## config.mk

```make
export PLATFORM = sky130hd
export DESIGN_NAME = axis_skid_slice
export DESIGN_NICKNAME = d
export VERILOG_FILES = /design/src/rtl/axis_skid_slice.sv
export SDC_FILE = /design/constraint.sdc
export NUM_CORES = 1
export LEC_CHECK = 0
export ABC_AREA = 1
export BUFFER_PORTS_ARGS = -buffer_cell sky130_fd_sc_hd__buf_2
export CAP_MARGIN = 40
export CORE_ASPECT_RATIO = 0.8
export CORE_MARGIN = 10
export CORE_UTILIZATION = 49
export DETAILED_ROUTE_END_ITERATION = 12
export PLACE_DENSITY_LB_ADDON = 0.3
export SLEW_MARGIN = 10
export SYNTH_ARGS = -nofsm -noshare
export SYNTH_HDL_FRONTEND = slang
export SYNTH_SLANG_ARGS = --single-unit
```

## constraint.sdc

```tcl
create_clock -name aclk -period 1.35 [get_ports aclk]
set_input_delay 0.3375 -clock aclk [delete_from_list [all_inputs] [get_ports aclk]]
set_output_delay 0.3375 -clock aclk [all_outputs]
set_load 0.005 [all_outputs]
```

## src/rtl/axis_skid_slice.sv

```systemverilog
// AXI-Stream register slice with a 2-entry skid buffer; both forward and ready paths registered.
// Optional packet counter enabled by defining AXIS_SKID_PKT_CNT_EN.
module axis_skid_slice #(
    parameter int DSIZE = 8,
    parameter int KSIZE = DSIZE / 8,
    parameter int USIZE = 1,
    parameter int CNT_W = 16
) (
    input  logic             aclk,
    input  logic             areset,
    input  logic [DSIZE-1:0] axis_in_tdata,
    input  logic [KSIZE-1:0] axis_in_tkeep,
    input  logic [USIZE-1:0] axis_in_tuser,
    input  logic             axis_in_tlast,
    input  logic             axis_in_tvalid,
    output logic             axis_in_tready,
    output logic [DSIZE-1:0] axis_out_tdata,
    output logic [KSIZE-1:0] axis_out_tkeep,
    output logic [USIZE-1:0] axis_out_tuser,
    output logic             axis_out_tlast,
    output logic             axis_out_tvalid,
    input  logic             axis_out_tready,
    output logic [CNT_W-1:0] pkt_cnt
);

    typedef enum logic [1:0] {
        EMPTY = 2'd0,
        BUSY  = 2'd1,
        FULL  = 2'd2
    } state_t;

    state_t state, state_nxt;

    logic             in_ready_q;
    logic             out_valid_q;
    logic [DSIZE-1:0] main_data, skid_data;
    logic [KSIZE-1:0] main_keep, skid_keep;
    logic [USIZE-1:0] main_user, skid_user;
    logic             main_last, skid_last;

    logic in_hs, out_hs;
    logic load_main_in, load_main_skid, load_skid, clear_main;

    assign in_hs  = axis_in_tvalid & in_ready_q;
    assign out_hs = out_valid_q & axis_out_tready;

    always_comb begin
        state_nxt      = state;
        load_main_in   = 1'b0;
        load_main_skid = 1'b0;
        load_skid      = 1'b0;
        clear_main     = 1'b0;
        case (state)
            EMPTY: begin
                if (in_hs) begin
                    load_main_in = 1'b1;
                    state_nxt    = BUSY;
                end
            end
            BUSY: begin
                if (in_hs && !out_hs) begin
                    load_skid = 1'b1;
                    state_nxt = FULL;
                end else if (in_hs && out_hs) begin
                    load_main_in = 1'b1;
                end else if (out_hs) begin
                    clear_main = 1'b1;
                    state_nxt  = EMPTY;
                end
            end
            FULL: begin
                if (out_hs) begin
                    load_main_skid = 1'b1;
                    state_nxt      = BUSY;
                end
            end
            default: state_nxt = EMPTY;
        endcase
    end

    // Ready and valid are registered copies of the next-state decode, so neither
    // output has a combinational path from axis_out_tready.
    always_ff @(posedge aclk) begin
        if (areset) begin
            state       <= EMPTY;
            in_ready_q  <= 1'b1;
            out_valid_q <= 1'b0;
        end else begin
            state       <= state_nxt;
            in_ready_q  <= (state_nxt != FULL);
            out_valid_q <= (state_nxt != EMPTY);
        end
    end

    always_ff @(posedge aclk) begin
        if (areset) begin
            main_data <= '0;
            main_keep <= '1;
            main_user <= '0;
            main_last <= 1'b0;
            skid_data <= '0;
            skid_keep <= '1;
            skid_user <= '0;
            skid_last <= 1'b0;
        end else begin
            if (load_main_in) begin
                main_data <= axis_in_tdata;
                main_keep <= axis_in_tkeep;
                main_user <= axis_in_tuser;
                main_last <= axis_in_tlast;
            end else if (load_main_skid) begin
                main_data <= skid_data;
                main_keep <= skid_keep;
                main_user <= skid_user;
                main_last <= skid_last;
            end else if (clear_main) begin
                main_data <= '0;
                main_keep <= '1;
                main_user <= '0;
                main_last <= 1'b0;
            end

            if (load_skid) begin
                skid_data <= axis_in_tdata;
                skid_keep <= axis_in_tkeep;
                skid_user <= axis_in_tuser;
                skid_last <= axis_in_tlast;
            end else if (load_main_skid) begin
                skid_data <= '0;
                skid_keep <= '1;
                skid_user <= '0;
                skid_last <= 1'b0;
            end
        end
    end

    assign axis_in_tready  = in_ready_q;
    assign axis_out_tvalid = out_valid_q;
    assign axis_out_tdata  = main_data;
    assign axis_out_tkeep  = main_keep;
    assign axis_out_tuser  = main_user;
    assign axis_out_tlast  = main_last;

`ifdef AXIS_SKID_PKT_CNT_EN
    logic [CNT_W-1:0] cnt_q;

    always_ff @(posedge aclk) begin
        if (areset) begin
            cnt_q <= '0;
        end else if (out_hs && main_last) begin
            cnt_q <= cnt_q + CNT_W'(1);
        end
    end

    assign pkt_cnt = cnt_q;
`else
    assign pkt_cnt = '0;
`endif

endmodule

```

==> results of run 1 <==
## routing by layer
metal  vias up  global-route usage (%)
met5         -                       0
met4         0                   3.125
met3         0                   6.522
met2        57                   21.18
met1       535                   12.77
li1        623                       -
## placed cells by master (no fill, tap or decap)
master     n
nand3_1   43
inv_1     15
inv_2      2
clkbuf_8   1
nand3_4    1
clkbuf_4   3
a21oi_1   11
dfxtp_1   26
conb_1    16
nor2_1     9
o21ai_1    3
nand2_2    2
a21oi_2    7
buf_2     27
buf_12     1
buf_4      7
nor2_2     2
nand2_1   38
## state kept, by name, summed over array words and instances, names as in the netlist
signal	flops
axis_out_tdata	8
skid_data	8
state	2
axis_in_tready	1
axis_out_tkeep	1
axis_out_tlast	1
axis_out_tuser	1
axis_out_tvalid	1
skid_keep	1
skid_last	1
skid_user	1
## worst max-delay path, stage by stage, from the launching register on
cell	delay, ps
dfxtp_1	450
inv_2	60
nor2_2	100
nand2_1	170
buf_4	210
nand3_1	80
a21oi_1	70
## power breakdown
| group | switching, mW | internal (mW) |
|---|---|---|
| sequential | 0.0300 | 0.822 |
| combinational | 0.229 | 0.142 |
| clock | 0.222 | 0.165 |
## kinds of logic after synthesis
logic type	synth area share, %
other	0.2844
AND/OR/NAND/NOR	32.16
buffers and inverters	18.12
AO/OA/AOI/OAI	9.962
flip-flops	39.47
## worst min-delay path by stage
stage,start,end,slack (ps)
floorplan,skid_data[4],skid_data[4],460
CTS,axis_in_tkeep,skid_keep,230
global route,axis_in_tkeep,skid_keep,260
detailed placement,axis_out_tuser,axis_out_tuser,470
finish,axis_in_tkeep,skid_keep,240
global placement,axis_out_tdata[4],axis_out_tdata[4],450
## cell type report
| cell class | instances | area (sq um) |
|---|---|---|
| sequential | 26 | 520.5 |
| clock buffer | 4 | 36.28 |
| timing repair buffer | 35 | 207.7 |
| tap | 36 | 45.04 |
| fill | 239 | 1003 |
| inverter | 17 | 63.81 |
| multi-input combinational | 132 | 625.6 |
## through the flow
stage	power, mW	util, %	std cells	area, sq um
detailed placement	1.232	58.05	246	1453
finish	1.612	59.90	250	1499
floorplan	1.134	-	202	1375
CTS	1.619	59.50	250	1489
global route	1.722	59.90	250	1499
global placement	1.219	58.05	246	1453
==> flow_metrics.tcl, run 1 <==
set metrics [dict create \
    finalCritPeriodShare_pct 91.62 \
    worst_ep_required_time_ps 1570 \
    drive_gt1_share_pct 24.77 \
    period_needed_ps 1237 \
    grtUsageTotal_pct 12.19 \
    routed-wl-met3_microns 364 \
    ant_nets 0 \
    viasPerCell 4.860 \
    critPathMaxFanout 7 \
    clock.fmax_mhz 808.5 \
    worstSetupStartpoint "state[1]" \
    powerDensity_nw_per_um2 1075 \
    holdPathStages 3 \
    fin_setup_tns_ps 0 \
    setup_violations 0 \
    htreeDepth 1 \
    place_ws_ps 67.59 \
    wl_met2_microns 1469 \
    status "completed" \
    r2r-start "state[1]" \
    antenna_found_initial 0 \
    crit_type "reg2reg" \
    maxSlewViolCount 0 \
    postCtsSetupBuffers 0 \
    crit_path_end_kind "register" \
    grt_pass1_vias 1202 \
    drt-initial-drc-count 65 \
    clk_path_buf_depth 2 \
    num_antenna_cells 0 \
    timing_hold_violations_final 0 \
    die_area_sq_um 5179 \
    fin_ws_ps 113.1 \
    yosys-top-cells-count "43 x nand3_1, 39 x nand2_1, 26 x dfxtp_1, 17 x buf_4, 15 x inv_1" \
    seq_area_frac_synth_pct 39.47 \
    io_buffers 27 \
    die_y_microns 66.40 \
    path_clk_slew_ps 140 \
    ys_seq_elements 26 \
    topRoutingLayerUsed "met3" \
    syn_inst 187 \
    cts_resized 0 \
    yosysTopAreaCellShare_pct 39.47 \
    layout.nets 230 \
    io_pins 44 \
    ys_async_sr_fraction_pct 0 \
    maxCapViolCount 0 \
    cellLeakagePower_nw 0.7325 \
    worstSkewPairLatency_ps 320 \
    routed_wl_microns 3130 \
    avgRoutedWirePerCell_microns 12.52 \
    start_util_pct 52.70 \
    grt_max_degree 23 \
    core_region_area_sq_um 2502 \
    endpoint "skid_data[2]" \
    synth_ff_type "dfxtp_1" \
    synth.most_common_cell "nand3_1" \
    cts_made_buffers 3 \
    dr.pass1.iters 4 \
    r2r_setup_slack_ps 110 \
    die_w_microns 78 \
    rr_endpoint "skid_data[2]" \
    synth-edff-count 0 \
    synth_area_leaders "dfxtp_1 39%, nand3_1 16%, nand2_1 11%, buf_4 9.7%, a21oi_2 4.6%" \
    ff2ff_path_depth 6 \
    routedLengthMet1_microns 1296 \
    grt_pass1_wl_microns 5257 \
    cts_num_sinks 26 \
    holdCritPathClass "in2reg" \
    synth_top_area_cell "dfxtp_1" \
    hold_buffers 0 \
    synth_cell_types 16 \
    num_vias 1215 \
    yosysWarnings 0 \
    syn_avg_cell_area_sq_um 7.052 \
    cp.arrival_ps 1460 \
    cts_tree "yes" \
    fin_skew_ps 5.529 \
    start_kind "register" \
    whs_ps 242.6 \
    drcViolationCount 0 \
    area_growth_pct 13.66 \
    cts_root_buf "clkbuf_4" \
    hpwl_microns 2399 \
    grt_setup_unrepaired "false" \
    netlist_area_sq_um 1319 \
    gp_congestion 0.8310 \
    row_count 16 \
    ir_drop_v 0.0006864 \
    grt_overflow 0 \
]
Power figures use the tool's default switching activity.
==> run 2, diff against run 1 <==
==> constraint.sdc (replaced) <==
create_clock -name aclk -period 1.4 [get_ports aclk]
set_input_delay 0.35 -clock aclk [delete_from_list [all_inputs] [get_ports aclk]]
set_output_delay 0.35 -clock aclk [all_outputs]
set_load 0.005 [all_outputs]
==> run 2 against run 1 <==
Net effect: clock skew decreased by 3.2 ps; total power shrank 4.2%; maximum frequency fell by 3.0%; critical path type unchanged.
==> flow_metrics.tcl, run 2 (same netlist as run 1, synthesis figures left out) <==
set metrics [dict create \
    cpMaxStageDelayCell "dfxtp_1" \
    dpl_cell_area_sq_um 1440 \
    critical_path.most_common_cell "nand2_1" \
    holdCritPathClass "in2reg" \
    dr.pass1.iters 4 \
    fin_skew_ps 2.360 \
    die_y_microns 66.40 \
    maxSlewViolCount 0 \
    grt_pass1_wl_microns 5313 \
    layout.nets 230 \
    cts_tree "yes" \
    cts_num_sinks 26 \
    fin_area_sq_um 1479 \
    drive_gt1_share_pct 24.77 \
    drcViolationCount 0 \
    crit_path_end_kind "register" \
    antenna_found_initial 0 \
    final_cell_mix "43 x nand3_1, 38 x nand2_1, 27 x buf_2" \
    fin_ws_ps 125.0 \
    drt-initial-drc-count 73 \
    num_antenna_cells 0 \
    avgRoutedWirePerCell_microns 12.32 \
    worstSkewPairLatency_ps 320 \
    fin_setup_tns_ps 0 \
    setup_violations 0 \
    grtUsageTotal_pct 12.31 \
    place_ws_ps 15.77 \
    cp_top_family "simple AND/OR/NAND/NOR gates" \
    regArea_sq_um 520.5 \
    critPathMaxFanout 12 \
    start_kind "register" \
    routed-wl-met3_microns 418 \
    maxCapViolCount 0 \
    slowest_delay_ps 350 \
    clk_path_buf_depth 2 \
    ir_drop_v 0.0006974 \
    hold_buffers 0 \
    htreeDepth 1 \
    grt_pass1_vias 1219 \
    crit_type "reg2reg" \
    period_needed_ps 1275 \
    row_count 16 \
    clock.fmax_mhz 784.3 \
    area_growth_pct 12.14 \
    ant_nets 0 \
    hp-start "axis_in_tkeep" \
    grt_setup_unrepaired "true" \
    topRoutingLayerUsed "met4" \
    gp_congestion 0.8693 \
    hpwl_microns 2375 \
    r2r_setup_slack_ps 130 \
    cp_cell_sequence "nand2_1 > nor2_2 > buf_4 > nand3_1 > nand2_1 > inv_1 > a21oi_2" \
    wl_met2_microns 1399 \
    timing_hold_violations_final 0 \
    cts_made_buffers 3 \
    die_area_sq_um 5179 \
    cellLeakagePower_nw 0.7276 \
    io_buffers 27 \
    worstSetupStartpoint "axis_in_tready" \
    core_region_area_sq_um 2502 \
    fill_cells 255 \
    worst_ep_required_time_ps 1670 \
    powerDensity_nw_per_um2 1044 \
    io_pins 44 \
    r2r-start "axis_in_tready" \
    num_vias 1230 \
    path_clk_slew_ps 140 \
    finalCritPeriodShare_pct 91.07 \
    status "completed" \
    whs_ps 257.5 \
    cp_num_buf_inv 2 \
    multi_input_area_sq_um 618.1 \
    grt_overflow 0 \
    die_w_microns 78 \
    grt_max_degree 21 \
    start_util_pct 52.70 \
    final_common_cell "nand3_1" \
    routed_wl_microns 3080 \
    viasPerCell 4.920 \
    cts_root_buf "clkbuf_4" \
    cp.arrival_ps 1540 \
    routedLengthMet1_microns 1244 \
    finalPower_mw 1.544 \
]
-- run 2: metrics by stage --
stage	utilization [%]	instances
final	59.10	250
after global placement	57.55	246
after global routing	59.10	250
after CTS	59.00	250
after floorplan	-	202
after detailed placement	57.55	246
-- run 2: area by class of cell --
type / instances / area share (%)
Inverter: 17 / 4.315
Timing Repair Buffer: 35 / 13.20
Multi-Input combinational cell: 132 / 41.79
Sequential cell: 26 / 35.19
Tap cell: 36 / 3.046
Clock buffer: 4 / 2.453
-- run 2: repair_timing --
action,CTS,global route
hold endpoints to repair,0,0
setup buffers,0,0
gates resized for setup,0,1
endpoints found under the setup margin,0,4
-- run 2: worst min-delay path: cells and delay by family --
kind | cells | cell delay, ps
AO/OA/AOI/OAI | 1 | 70
AND/OR/NAND/NOR | 1 | 50
buffers and inverters | 1 | 90
-- run 2: report_power, final --
part           total, mW  leakage, nW  switching (mW)  internal (mW)
combinational      0.345        0.494           0.217          0.127
clock              0.377       0.0210           0.218          0.159
sequential         0.821        0.213          0.0283          0.793
total               1.54        0.728           0.464           1.08
-- run 2: routing by layer --
metal | vias to the layer above | GRT usage [%]
met4 | 0 | 4.464
met3 | 2 | 7.201
met5 | - | 0
met2 | 53 | 20.87
li1 | 621 | -
met1 | 554 | 12.49
-- run 2: path summary, 6_finish.rpt --
path                                     endpoint  cells past startpoint
worst max-delay path            axis_out_tdata[1]                      7
worst min-delay path                    skid_keep                      3
worst max register to register  axis_out_tdata[1]                      7
worst min register to register  axis_out_tdata[4]                      2
==> run 3, diff against run 2 <==
--- a/config.mk
+++ b/config.mk
@@ -12,7 +12,7 @@
 export CORE_MARGIN = 10
 export CORE_UTILIZATION = 49
 export DETAILED_ROUTE_END_ITERATION = 12
-export PLACE_DENSITY_LB_ADDON = 0.3
+export PLACE_DENSITY = 0.84
 export SLEW_MARGIN = 10
 export SYNTH_ARGS = -nofsm -noshare
 export SYNTH_HDL_FRONTEND = slang
==> run 3 against run 2 <==
Net effect: global-route usage shrank 0.59 points; utilization grew 0.65 points; clock power increased by 38%; critical endpoint is now axis_out_tvalid; die area stayed put; critical path depth decreased by 1; sequential power about the same; first-iteration DRC count up 30%; sequential share of layout area is 0.38 points lower; combinational power about the same; maximum frequency rose by 3.2%.
==> flow_metrics.tcl, run 3 (same netlist as run 1, synthesis figures left out) <==
set metrics [dict create \
    critical_path.most_common_cell "nand2_1" \
    cts_num_sinks 26 \
    grt_pass1_vias 1130 \
    die_w_microns 78 \
    worstSkewPairLatency_ps 330 \
    cts_tree "yes" \
    die_area_sq_um 5179 \
    cp.arrival_ps 1470 \
    avgRoutedWirePerCell_microns 12.46 \
    layout.nets 230 \
    ff2ff_path_depth 6 \
    cts_made_buffers 3 \
    grt_max_degree 21 \
    path_clk_slew_ps 140 \
    hpwl_microns 2309 \
    core_region_area_sq_um 2502 \
    cellLeakagePower_nw 0.7346 \
    antenna_found_initial 0 \
    clock.fmax_mhz 809.2 \
    num_vias 1220 \
    ant_nets 0 \
    gp_congestion 0.7810 \
    row_count 16 \
    worst_ep_required_time_ps 1630 \
    fin_util_pct 59.75 \
    area_growth_pct 13.38 \
    start_util_pct 52.70 \
    maxSlewViolCount 0 \
    fin_skew_ps 5.532 \
    die_y_microns 66.40 \
    routed_wl_microns 3116 \
    grt_overflow 0 \
    clk_path_buf_depth 2 \
    cp_cell_sequence "nand2_2 > buf_4 > nand2_1 > nand2_1 > nor2_1 > o21ai_1" \
    holdPathEnd "skid_keep" \
    r2r_setup_slack_ps 160 \
    final_cell_mix "43 x nand3_1, 38 x nand2_1, 27 x buf_2" \
    rr_endpoint "axis_out_tvalid" \
    io_pins 44 \
    maxCapViolCount 0 \
    status "completed" \
    start_kind "register" \
    powerDensity_nw_per_um2 1127 \
    num_antenna_cells 0 \
    finalCritPeriodShare_pct 88.27 \
    hp-start "axis_in_tkeep" \
    grt_pass1_wl_microns 5030 \
    period_needed_ps 1236 \
    grt_setup_unrepaired "false" \
    final_common_cell "nand3_1" \
    cts_root_buf "clkbuf_4" \
    drcViolationCount 0 \
    r2r-start "state[0]" \
    critPathMaxFanout 12 \
    holdPathStages 3 \
    dr.pass1.iters 4 \
    setup_violations 0 \
    cpMaxStageDelayCell "dfxtp_1" \
    grtUsageTotal_pct 11.73 \
    htreeDepth 1 \
    postCtsSetupBuffers 0 \
    crit_type "reg2reg" \
    io_buffers 27 \
    slowest_delay_ps 440 \
    timing_hold_violations_final 0 \
    viasPerCell 4.880 \
    drive_gt1_share_pct 24.77 \
    ir_drop_v 0.0006520 \
    holdCritPathClass "in2reg" \
    fin_setup_tns_ps 0 \
    crit_path_end_kind "register" \
    drt-initial-drc-count 95 \
]
run 3: per-stage QoR:
stage | cell area, sq um | std cells | power, mW | hold slack [ps] | setup WS (ps)
2_1_floorplan | 1375 | 202 | 1.093 | 456.9 | 310.4
3_3_place_gp | 1440 | 246 | 1.170 | 449.0 | 101.9
3_5_place_dp | 1440 | 246 | 1.178 | 453.9 | 63.32
4_1_cts | 1493 | 250 | 1.687 | 244.3 | 166.4
5_1_grt | 1495 | 250 | 1.776 | 261.5 | 62.19
6_report | 1495 | 250 | 1.684 | 244.6 | 164.2
run 3: timing repair:
| action | in CTS | in global routing |
|---|---|---|
| hold buffers | 0 | 0 |
| endpoints found under the setup margin | 0 | 1 |
| gates resized for setup | 0 | 1 |
run 3: final cells by class:
class                           instances  area [sq um]
Multi-Input combinational cell        132         618.1
Timing Repair Buffer                   35         195.2
Fill cell                             253          1007
Clock buffer                            3         22.52
Sequential cell                        26         520.5
Clock inverter                          1         30.03
Tap cell                               36         45.04
Inverter                               17         63.81
run 3: power by group:
group | internal, mW | leakage [nW] | total, mW | switching (mW)
registers | 0.793 | 0.213 | 0.821 | 0.0276
logic | 0.128 | 0.494 | 0.345 | 0.217
clock network | 0.290 | 0.0279 | 0.519 | 0.229
total | 1.21 | 0.735 | 1.68 | 0.474
run 3: routing by layer:
| layer | GRT usage, % | vias to the layer above | share of wire (%) |
|---|---|---|---|
| li1 | - | 622 | - |
| met1 | 13.42 | 541 | 40 |
| met2 | 18.29 | 51 | 45 |
| met3 | 5.842 | 6 | 13 |
| met4 | 4.911 | 0 | 1.7 |
| met5 | 0 | - | 0 |
run 3: worst max-delay path by stage:
stage               slack [ps]         endpoint            start  depth (start not counted)
floorplan                  310        skid_keep   axis_in_tvalid                          6
global placement           100  axis_out_tvalid  axis_out_tready                          8
detailed placement          60  axis_out_tvalid  axis_out_tready                          8
CTS                        170     skid_data[0]         state[1]                          6
global route                60  axis_out_tvalid  axis_out_tvalid                          7
finish                     160  axis_out_tvalid         state[0]                          6
run 3: critical path: cells and delay by family, from the launching register on:
kind / cells / cell delay (ps)
and+or+nand+nor: 4 / 440
DFF: 1 / 440
buffers and inverters: 1 / 190
AOI/OAI and AO/OA: 1 / 70
